[config.mk]
export PLATFORM = sky130hd
export DESIGN_NAME = iram_arbiter
export DESIGN_NICKNAME = d
export VERILOG_FILES = /design/src/rtl/iram_arb_pkg.sv /design/src/rtl/iram_arbiter.sv
export SDC_FILE = /design/constraint.sdc
export NUM_CORES = 1
export LEC_CHECK = 0
export ABC_AREA = 1
export CAP_MARGIN = 30
export CORE_MARGIN = 2
export CORE_UTILIZATION = 30
export CTS_BUF_LIST = sky130_fd_sc_hd__clkbuf_16
export DETAILED_ROUTE_END_ITERATION = 10
export HOLD_SLACK_MARGIN = 0.12
export PLACE_DENSITY = 0.7
export SLEW_MARGIN = 30
export SYNTH_ARGS = -nofsm -noshare
export SYNTH_HDL_FRONTEND = slang
export SYNTH_SLANG_ARGS = --single-unit
[constraint.sdc]
create_clock -name clk -period 1.4 [get_ports clk]
set_input_delay 0.28 -clock clk [delete_from_list [all_inputs] [get_ports clk]]
set_output_delay 0.28 -clock clk [all_outputs]
set_load 0.1 [all_outputs]
[src/rtl/iram_arb_pkg.sv]
// Shared types and constants for the internal-RAM arbiter.
package iram_arb_pkg;

  // Arbiter phases: normal CPU-priority operation, one cycle of CPU hold
  // while the in-flight CPU access completes, then one forced DMA slot.
  typedef enum logic [1:0] {
    IDLE     = 2'd0,
    HOLD_REQ = 2'd1,
    HOLD_GNT = 2'd2
  } arb_state_e;

  localparam int          IRAM_SIZE      = 128;
  localparam logic [15:0] RAMCR_ADDR     = 16'h0014;
  localparam int          RAMCR_RAME_BIT = 6;
  localparam int          RAMCR_STBY_BIT = 7;

endpackage

[src/rtl/iram_arbiter.sv]
// Internal RAM arbiter: shares a single-port 128x8 RAM between the cpu01 bus
// (default priority, zero added latency) and a DMA/debug requester.
// A DMA request blocked for MAX_WAIT consecutive cycles holds the CPU for two
// cycles and takes one RAM slot.
// Optional build macro: IRAM_RAMCR_EN adds the RAM control register (RAME/STBY)
// at CPU address 0x0014; without it RAME is constant 1 and 0x0014 is not claimed.
//
// DMA handshake: dma_req is a level request whose rw/addr/wdata stay stable
// until dma_ack. dma_ack is a one-cycle registered pulse marking completion;
// dma_rdata is valid while dma_ack = 1. A request still high in the ack cycle
// is a new transfer, so back-to-back transfers run one per cycle.
module iram_arbiter
  import iram_arb_pkg::*;
#(
  parameter int          AW        = 7,
  parameter int          DW        = 8,
  parameter int          MAX_WAIT  = 8,
  parameter logic [15:0] IRAM_BASE = 16'h0080
) (
  input  logic          clk,
  input  logic          rst_n,
  input  logic          cpu_vma,
  input  logic          cpu_rw,
  input  logic [15:0]   cpu_addr,
  input  logic [DW-1:0] cpu_wdata,
  output logic [DW-1:0] cpu_rdata,
  output logic          cpu_sel,
  output logic          cpu_hold,
  input  logic          dma_req,
  input  logic          dma_rw,
  input  logic [AW-1:0] dma_addr,
  input  logic [DW-1:0] dma_wdata,
  output logic          dma_ack,
  output logic [DW-1:0] dma_rdata,
  output logic [AW-1:0] ram_addr,
  output logic          ram_we,
  output logic [DW-1:0] ram_wdata,
  input  logic [DW-1:0] ram_rdata
);

  localparam logic [7:0]  WAIT_LAST = 8'(MAX_WAIT - 1);
  localparam logic [16:0] WIN_LO    = {1'b0, IRAM_BASE};
  localparam logic [16:0] WIN_HI    = WIN_LO + 17'(IRAM_SIZE);

  arb_state_e    state_q, state_d;
  logic [7:0]    wait_cnt_q, wait_cnt_d;
  logic          cpu_hold_q, cpu_hold_d;
  logic          dma_ack_q, dma_ack_d;
  logic [DW-1:0] dma_rdata_q, dma_rdata_d;

  logic          rame;
  logic          ramcr_rd;
  logic          cpu_in_win;
  logic          cpu_hit;
  logic          dma_own;
  logic          dma_port;

  // CPU address decode; the 17-bit compare keeps the upper window bound
  // from wrapping when the window sits at the top of the address map.
  assign cpu_in_win = ({1'b0, cpu_addr} >= WIN_LO) && ({1'b0, cpu_addr} < WIN_HI);
  assign cpu_hit    = cpu_vma & cpu_in_win & rame;
  assign cpu_sel    = (cpu_hit | ramcr_rd) & ~cpu_hold_q;

`ifdef IRAM_RAMCR_EN
  logic          rame_q, rame_d;
  logic          stby_q, stby_d;
  logic          ramcr_wr;
  logic [DW-1:0] ramcr_val;

  assign ramcr_wr = cpu_vma & ~cpu_rw & (cpu_addr == RAMCR_ADDR);
  assign ramcr_rd = cpu_vma &  cpu_rw & (cpu_addr == RAMCR_ADDR);
  assign rame     = rame_q;

  // RAMCR next value: RAME follows writes, STBY can only be cleared.
  always_comb begin
    rame_d = rame_q;
    stby_d = stby_q;
    if (ramcr_wr) begin
      rame_d = cpu_wdata[RAMCR_RAME_BIT];
      stby_d = stby_q & cpu_wdata[RAMCR_STBY_BIT];
    end
  end

  // RAMCR register; both bits come out of reset set.
  always_ff @(posedge clk or negedge rst_n) begin
    if (!rst_n) begin
      rame_q <= 1'b1;
      stby_q <= 1'b1;
    end else begin
      rame_q <= rame_d;
      stby_q <= stby_d;
    end
  end

  // Register read view: unused bits read as zero.
  always_comb begin
    ramcr_val                 = '0;
    ramcr_val[RAMCR_RAME_BIT] = rame_q;
    ramcr_val[RAMCR_STBY_BIT] = stby_q;
  end

  assign cpu_rdata = ramcr_rd ? ramcr_val : ram_rdata;
`else
  assign ramcr_rd  = 1'b0;
  assign rame      = 1'b1;
  assign cpu_rdata = ram_rdata;
`endif

  // Arbitration: next state, starvation counter and DMA completion capture.
  always_comb begin
    state_d     = state_q;
    wait_cnt_d  = wait_cnt_q;
    dma_ack_d   = 1'b0;
    dma_rdata_d = dma_rdata_q;
    dma_own     = 1'b0;
    unique case (state_q)
      IDLE: begin
        if (dma_req && !cpu_hit) begin
          dma_own = 1'b1;
        end else if (dma_req) begin
          // Blocked by the CPU: count, and force a hold once starved.
          if (wait_cnt_q == WAIT_LAST) begin
            state_d    = HOLD_REQ;
            wait_cnt_d = '0;
          end else begin
            wait_cnt_d = wait_cnt_q + 8'd1;
          end
        end else begin
          wait_cnt_d = '0;
        end
      end
      HOLD_REQ: begin
        // Port stays with the CPU so its in-flight access completes.
        if (dma_req) begin
          state_d = HOLD_GNT;
        end else begin
          state_d    = IDLE;
          wait_cnt_d = '0;
        end
      end
      HOLD_GNT: begin
        dma_own = 1'b1;
        state_d = IDLE;
      end
      default: begin
        state_d    = IDLE;
        wait_cnt_d = '0;
      end
    endcase
    if (dma_own) begin
      dma_ack_d   = 1'b1;
      dma_rdata_d = ram_rdata;
      wait_cnt_d  = '0;
    end
    cpu_hold_d = (state_d != IDLE);
  end

  // While reset is asserted the port is always driven from the CPU side.
  assign dma_port = dma_own & rst_n;

  // RAM port mux; a CPU write is masked whenever the DMA owns the port.
  always_comb begin
    if (dma_port) begin
      ram_addr  = dma_addr;
      ram_we    = ~dma_rw;
      ram_wdata = dma_wdata;
    end else begin
      ram_addr  = cpu_addr[AW-1:0];
      ram_we    = cpu_hit & ~cpu_rw;
      ram_wdata = cpu_wdata;
    end
  end

  // Arbiter state registers.
  always_ff @(posedge clk or negedge rst_n) begin
    if (!rst_n) begin
      state_q     <= IDLE;
      wait_cnt_q  <= '0;
      cpu_hold_q  <= 1'b0;
      dma_ack_q   <= 1'b0;
      dma_rdata_q <= '0;
    end else begin
      state_q     <= state_d;
      wait_cnt_q  <= wait_cnt_d;
      cpu_hold_q  <= cpu_hold_d;
      dma_ack_q   <= dma_ack_d;
      dma_rdata_q <= dma_rdata_d;
    end
  end

  assign cpu_hold  = cpu_hold_q;
  assign dma_ack   = dma_ack_q;
  assign dma_rdata = dma_rdata_q;

endmodule

==> metrics.md, run 1 <==
| Metric | Value |
|---|---|
| Leak | `1.53 nW` |
| Power per cell area | `~750 mW/mm²` |
| Count of cell types in the netlist | `26` |
| Most frequent cells in the layout | `40 x clkdlybuf4s50_1, 38 x nand2_1, 38 x buf_12` |
| CP Buf/Inv Count | `2` |
| Fin crit period | `1860 ps` |
| Root buffer cell | `clkbuf_16` |
| Die height | `70.5 µm` |
| CTS tree | `done` |
| First-pass GRT wire length | `8460 µm` |
| Final worst-path cycle share | `133%` |
| GRT Total Usage | `21.4%` |
| Worst slew pin tran | `384 ps` |
| Vias in the first global route | `between 1,500 and 2,000` |
| Std cell rows | `24` |
| Layout Cells excl Fill | `351` |
| Routability cong. | `0.812` |
| Syn. warnings | `0` |
| Number of vias per cell | `4.92` |
| Status | `complete, but fails checks` |
| Most numerous cell on the critical path | `nand2_4` |
| H-tree depth | `1` |
| Mean post-synth cell area | `7.06 µm²` |
| Via count | `1,728` |
| Crit-path leading delay family | `simple AND/OR/NAND/NOR gates` |
| Worst setup path category | `flop to primary output` |
| Worst skew pair latency | `between 200 and 300 ps` |
| Fmax | `538 MHz` |
| Failing checks | `negative setup slack` |
| Leading cell type in the layout, fill and taps excluded | `clkdlybuf4s50_1` |
| Synth Net Count | `roughly 240` |
| WL final | `5530 µm` |
| Crit-path max cell delay | `400 ps` |
| DR iter-0 viols | `51` |
| Core footprint | `0.00429 mm²` |
| Int Power | `0.00154 W` |
| Placed cells | `roughly 340` |
| Remaining DRCs | `0` |
| Worst Clk Skew | `5.26 ps` |
| Slew HR | `about 74%` |
| CTS buffer count | `3` |
| Register bit count reported by yosys | `20` |
| Sw Share | `roughly 41%` |
| Die outline width | `70.5 µm` |
| DR pass1 iterations | `5` |
| Register area share after synthesis | `37.7%` |
| Sequential power share | `between 20% and 30%` |
| Dpl hpwl | `3760 µm` |
| Post-Syn Instances | `around 190` |
| Worst path required time | `1120 ps` |
| Final WS setup | `-460 ps` |
| # nets final | `roughly 350` |
| P&R area growth vs syn | `161%` |
| Top Ports | `a little under 90` |
| Average wire per standard cell | `15.7 µm` |
| Pin count of the biggest net entering global routing | `18` |
| HP Class | `flop to flop` |
| I/O Buffers | `87` |
| Initial core utilization | `a little under a third` |
| NetSw | `between 0.001 and 0.0015 W` |
| Kind of end point of the critical path | `primary output` |
| Clk pwr share | `22.2%` |
| Crit start category | `flop` |
| Filler cells | `249` |
| TNS Setup | `-6650 ps` |
| Max-cap viol count | `0` |
| Clock Pin Slew Worst Setup and Hold Paths | `60 ps` |
| Worst Hold Slack | `around 530 ps` |
| GR Overflow Total | `0` |
| Antenna-violating nets left | `0` |
| Die Footprint | `roughly 0.0050 mm²` |
| Max FO, Critical Path | `4` |
| CTS sink cnt | `20` |
| Critical-path top delay cell | `dfrtp_1` |
| Max-slew violations | `0` |
| Final setup violation count | `17` |
| Layout cells sized above 1 | `a little over half` |
| Initial antenna violation count | `0` |
| WP data arrival | `between 1500 and 2000 ps` |
| Synthesized cell area | `0.00133 mm²` |
| Ant. Diodes | `0` |
| Clock Tree Buf Depth | `2` |
| CP Cell Sequence | `nor2_2, nand3_4, buf_4, nand2_4, nand3_1, nand2_4, buf_12` |
| Fin. Hold Viols | `0` |
| Part of the power in combinational logic | `53.7%` |
| Maximum vdd drop | `0.754 mV` |
| RSZ-0062 raised after global routing | `true` |
## kinds of logic (layout without fill, tap and decap cells)
kind of cell	after synthesis	after routing	share of synthesized area (%)
AND/OR/NAND/NOR	127	128	43.6
buffers and inverters	28	138	12.0
flip-flops	20	20	37.7
AO/OA/AOI/OAI	10	10	4.43
XOR/XNOR	2	2	1.32
adder cells (fa/ha/maj)	1	1	0.942
## synth_stat cells
| cell type | instances | area [µm²] |
|---|---|---|
| nand3_2 | 5 | 50.1 |
| a31oi_1 | 1 | 6.26 |
| buf_6 | 3 | 33.8 |
| nand3_1 | 22 | 110 |
| nor3_1 | 4 | 20.0 |
| inv_1 | 11 | 41.3 |
| o21a_1 | 1 | 7.51 |
| xor2_1 | 2 | 17.5 |
| buf_2 | 1 | 5.00 |
| nor3_2 | 1 | 10.0 |
| o21ai_0 | 5 | 25.0 |
| ha_1 | 1 | 12.5 |
| nand2_4 | 1 | 11.3 |
| nand4_1 | 2 | 12.5 |
| buf_4 | 8 | 60.1 |
| a21o_1 | 1 | 7.51 |
| dfrtp_1 | 20 | 500 |
| nor2_4 | 1 | 11.3 |
| o21ai_1 | 1 | 5.00 |
| nand2_1 | 74 | 278 |
| o21bai_1 | 1 | 7.51 |
| nand2_2 | 1 | 6.26 |
| clkbuf_1 | 1 | 3.75 |
| inv_2 | 4 | 15.0 |
| nor2_2 | 4 | 25.0 |
| nor2_1 | 12 | 45.0 |
## power groups by stage
stage / Clock (W) / Combinational, W / Sequential, W
after floorplan: 0 / 0.000611 / 0.000789
after global placement: 0 / 0.00130 / 0.000635
after detailed placement: 0 / 0.00131 / 0.000636
after CTS: 0.000594 / 0.00136 / 0.000626
after global routing: 0.000629 / 0.00144 / 0.000628
final: 0.000577 / 0.00140 / 0.000626
## per-stage QoR
step	area (µm²)	power [W]	setup WS, ps	utilization (%)
finish	3470	0.00260	-460	80.8
CTS	3340	0.00258	-424	77.8
detailed placement	3080	0.00194	-742	71.7
floorplan	1710	0.00140	-87.0	-
global route	3470	0.00269	-504	80.8
global placement	3080	0.00193	-717	71.7
## worst register-to-register path, stage by stage, from the launching register on
cell and delay [ps]:
dfrtp_1 400, nor2_2 160, nand3_4 110, buf_4 160, nand2_4 90, buf_8 130, inv_4 50, nand2_1 60
nand2_1 70
## path summary, 6_finish.rpt
path,start,end,slack [ps],cells after the start
setup / recovery,state_q[1],ram_wdata[7],-460,7
hold / removal,dma_rdata[1],dma_rdata[1],530,2
setup reg to reg,state_q[1],dma_rdata[3],30,8
hold reg to reg,dma_rdata[1],dma_rdata[1],530,2
max in group asynchronous,rst_n,cpu_hold,490,3
min in group asynchronous,rst_n,wait_cnt_q[1],720,3
## what timing repair did
| item | CTS | global route |
|---|---|---|
| endpoints found under the setup margin | 30 | 34 |
| pin swaps | 14 | 9 |
| resized for setup | 77 | 30 |
| buffers inserted | 6 | 3 |
| hold endpoints to repair | 11 | 0 |
| cloned | 2 | 0 |
| hold buffers | 2 | 0 |
## metal layers
metal	wire length, µm	vias up	track usage, %
met4	53	0	5.56
met1	2030	821	23.6
met5	0	-	0
met2	3090	82	41.7
met3	352	7	3.61
li1	-	818	-
## flip-flops by register name, indices dropped and copies added, names as in the netlist
register    flops
dma_rdata       8
state_q         2
wait_cnt_q      8
dma_ack         1
cpu_hold        1
## area by class of cell
type,count,area (µm²),share of cell area [%]
Clock buffer,3,75.1,2.16
Clock inverter,1,3.75,0.108
Inverter,15,61.3,1.77
Multi-Input combinational cell,141,1240,35.8
Sequential cell,20,502,14.5
Tap cell,52,65.1,1.87
Timing Repair Buffer,119,1520,43.8
Power figures use the tool's default switching activity.
==> inputs of run 2 (changes only) <==
Settings changed: CORE_MARGIN 2 to 1.5, CORE_UTILIZATION 30 to 36, PLACE_DENSITY 0.7 to unset, PLACE_DENSITY_LB_ADDON set to 0.2.
==> run 2 against run 1 <==
  * The run now fails in clock tree synthesis
  * Synthesized area stayed put
  * Synthesized cell count is the same
==> metrics.md, run 2 <==
| Metric | Value |
|---|---|
| Initial core utilization | `38.6% (was 30.9%)` |
| Ys flop type | `dfrtp_1 (unchanged)` |
| Post-synth EDFFs | `0 (unchanged)` |
| Clock Tree Buf Depth | `2 (unchanged)` |
| Cts hold-fix bufs | `0 (was 2)` |
| H-tree depth | `1 (unchanged)` |
| CTS sink cnt | `20 (unchanged)` |
| Root buffer cell | `clkbuf_16 (unchanged)` |
| Post-CTS setup repair buffer count | `9 (was 6)` |
| Yosys top cell by area | `dfrtp_1 (unchanged)` |
| Exit stage | `clock tree synthesis` |
| I/O Buffers | `87 (unchanged)` |
| Placed cells | `328 (was 336)` |
| CTS buffer count | `3 (unchanged)` |
| Dpl hpwl | `4560 µm (was 3760 µm)` |
| Post-synth ARST share | `100% (unchanged)` |
| Most frequent cell after synthesis | `nand2_1 (unchanged)` |
| Synth Net Count | `242 (unchanged)` |
| Std cell rows | `21 (was 24)` |
| Status | `stopped before the end (was complete, but fails checks)` |
| Top Ports | `88 (unchanged)` |
| First error | `[ERROR DPL-0038] Utilization greater than 100%, impossible to legalize` |
| Synth top area share | `37.7% (unchanged)` |
| Die outline width | `63.7 µm (was 70.5 µm)` |
| Die height | `63.7 µm (was 70.5 µm)` |
| Register bit count reported by yosys | `20 (unchanged)` |
| Post-Syn Instances | `188 (unchanged)` |
| Top area cells in the synthesized netlist | `dfrtp_1 38%, nand2_1 21%, nand3_1 8.3%, buf_4 4.5%, nand3_2 3.8% (unchanged)` |
| Syn. warnings | `0 (unchanged)` |
| Synth cell count leaders | `74 x nand2_1, 22 x nand3_1, 20 x dfrtp_1, 12 x nor2_1, 11 x inv_1 (unchanged)` |
| Routability cong. | `0.888 (was 0.812)` |
| Count of cell types in the netlist | `26 (unchanged)` |
| Mean post-synth cell area | `7.06 µm² (unchanged)` |
| Synthesized cell area | `0.00133 mm² (unchanged)` |
| CTS resizes | `127 (was 77)` |
| Register area share after synthesis | `37.7% (unchanged)` |
[run 2: metrics by stage]
stage	area (µm²)	setup TNS, ps	setup slack (ps)
3_3_place_gp	3040	-19450	-791
3_5_place_dp	3040	-22190	-889
2_1_floorplan	1710	-998	-87.0
[run 2: kinds of logic after synthesis]
logic type	synth area share, %
adder cells (fa/ha/maj)	0.942
buffers and inverters	12.0
AO/OA/AOI/OAI	4.43
flip-flops	37.7
AND/OR/NAND/NOR	43.6
XOR/XNOR	1.32
==> inputs of run 3 (changes only) <==
Settings changed: CTS_BUF_LIST sky130_fd_sc_hd__clkbuf_16 to unset, HOLD_SLACK_MARGIN 0.12 to unset, PLACE_DENSITY_LB_ADDON 0.2 to 0.15.
==> run 3 against run 2 <==
  * The flow again stops in clock tree synthesis
  * Synthesized cell count unchanged
  * Synthesized area unchanged
==> metrics.md, run 3 <==
| Metric | Value |
|---|---|
| CTS buffer count | `3 (unchanged)` |
| Dpl hpwl | `4440 µm (was 4560 µm)` |
| Cts hold-fix bufs | `0 (unchanged)` |
| Die height | `63.7 µm (unchanged)` |
| Synth top area share | `37.7% (unchanged)` |
| Post-Syn Instances | `188 (unchanged)` |
| Placed cells | `327 (was 328)` |
| H-tree depth | `1 (unchanged)` |
| Synth Net Count | `242 (unchanged)` |
| Post-synth EDFFs | `0 (unchanged)` |
| Root buffer cell | `clkbuf_8 (was clkbuf_16)` |
| CTS resizes | `114 (was 127)` |
| Post-synth ARST share | `100% (unchanged)` |
| Cell Area, Placed | `0.00302 mm² (was 0.00304 mm²)` |
| Synth cell count leaders | `74 x nand2_1, 22 x nand3_1, 20 x dfrtp_1, 12 x nor2_1, 11 x inv_1 (unchanged)` |
| Yosys top cell by area | `dfrtp_1 (unchanged)` |
| Most frequent cell after synthesis | `nand2_1 (unchanged)` |
| Top Ports | `88 (unchanged)` |
| I/O Buffers | `87 (unchanged)` |
| Synthesized cell area | `0.00133 mm² (unchanged)` |
| Die outline width | `63.7 µm (unchanged)` |
| Exit stage | `clock tree synthesis (unchanged)` |
| Clock Tree Buf Depth | `2 (unchanged)` |
| Status | `stopped before the end (unchanged)` |
| Register area share after synthesis | `37.7% (unchanged)` |
| Mean post-synth cell area | `7.06 µm² (unchanged)` |
| CTS sink cnt | `20 (unchanged)` |
| Post-CTS setup repair buffer count | `12 (was 9)` |
| Initial core utilization | `38.6% (unchanged)` |
| Syn. warnings | `0 (unchanged)` |
| Count of cell types in the netlist | `26 (unchanged)` |
| Top area cells in the synthesized netlist | `dfrtp_1 38%, nand2_1 21%, nand3_1 8.3%, buf_4 4.5%, nand3_2 3.8% (unchanged)` |
| Routability cong. | `0.809 (was 0.888)` |
| Ys flop type | `dfrtp_1 (unchanged)` |
| First error | `[ERROR DPL-0038] Utilization greater than 100%, impossible to legalize (unchanged)` |
| Register bit count reported by yosys | `20 (unchanged)` |
| Std cell rows | `21 (unchanged)` |
## run 3: metrics by stage
stage / worst slack, ps / hold slack (ps)
3_3_place_gp: -799 / 311
2_1_floorplan: -87.0 / -15.6
3_5_place_dp: -885 / 318
## run 3: cells by family after synthesis
| logic type | count (synthesis) | share of synthesized area, % |
|---|---|---|
| DFF | 20 | 37.7 |
| xor gates and xnor gates | 2 | 1.32 |
| and+or+nand+nor | 127 | 43.6 |
| adders and majority gates | 1 | 0.942 |
| AOI/OAI and AO/OA | 10 | 4.43 |
| buffers and inverters | 28 | 12.0 |
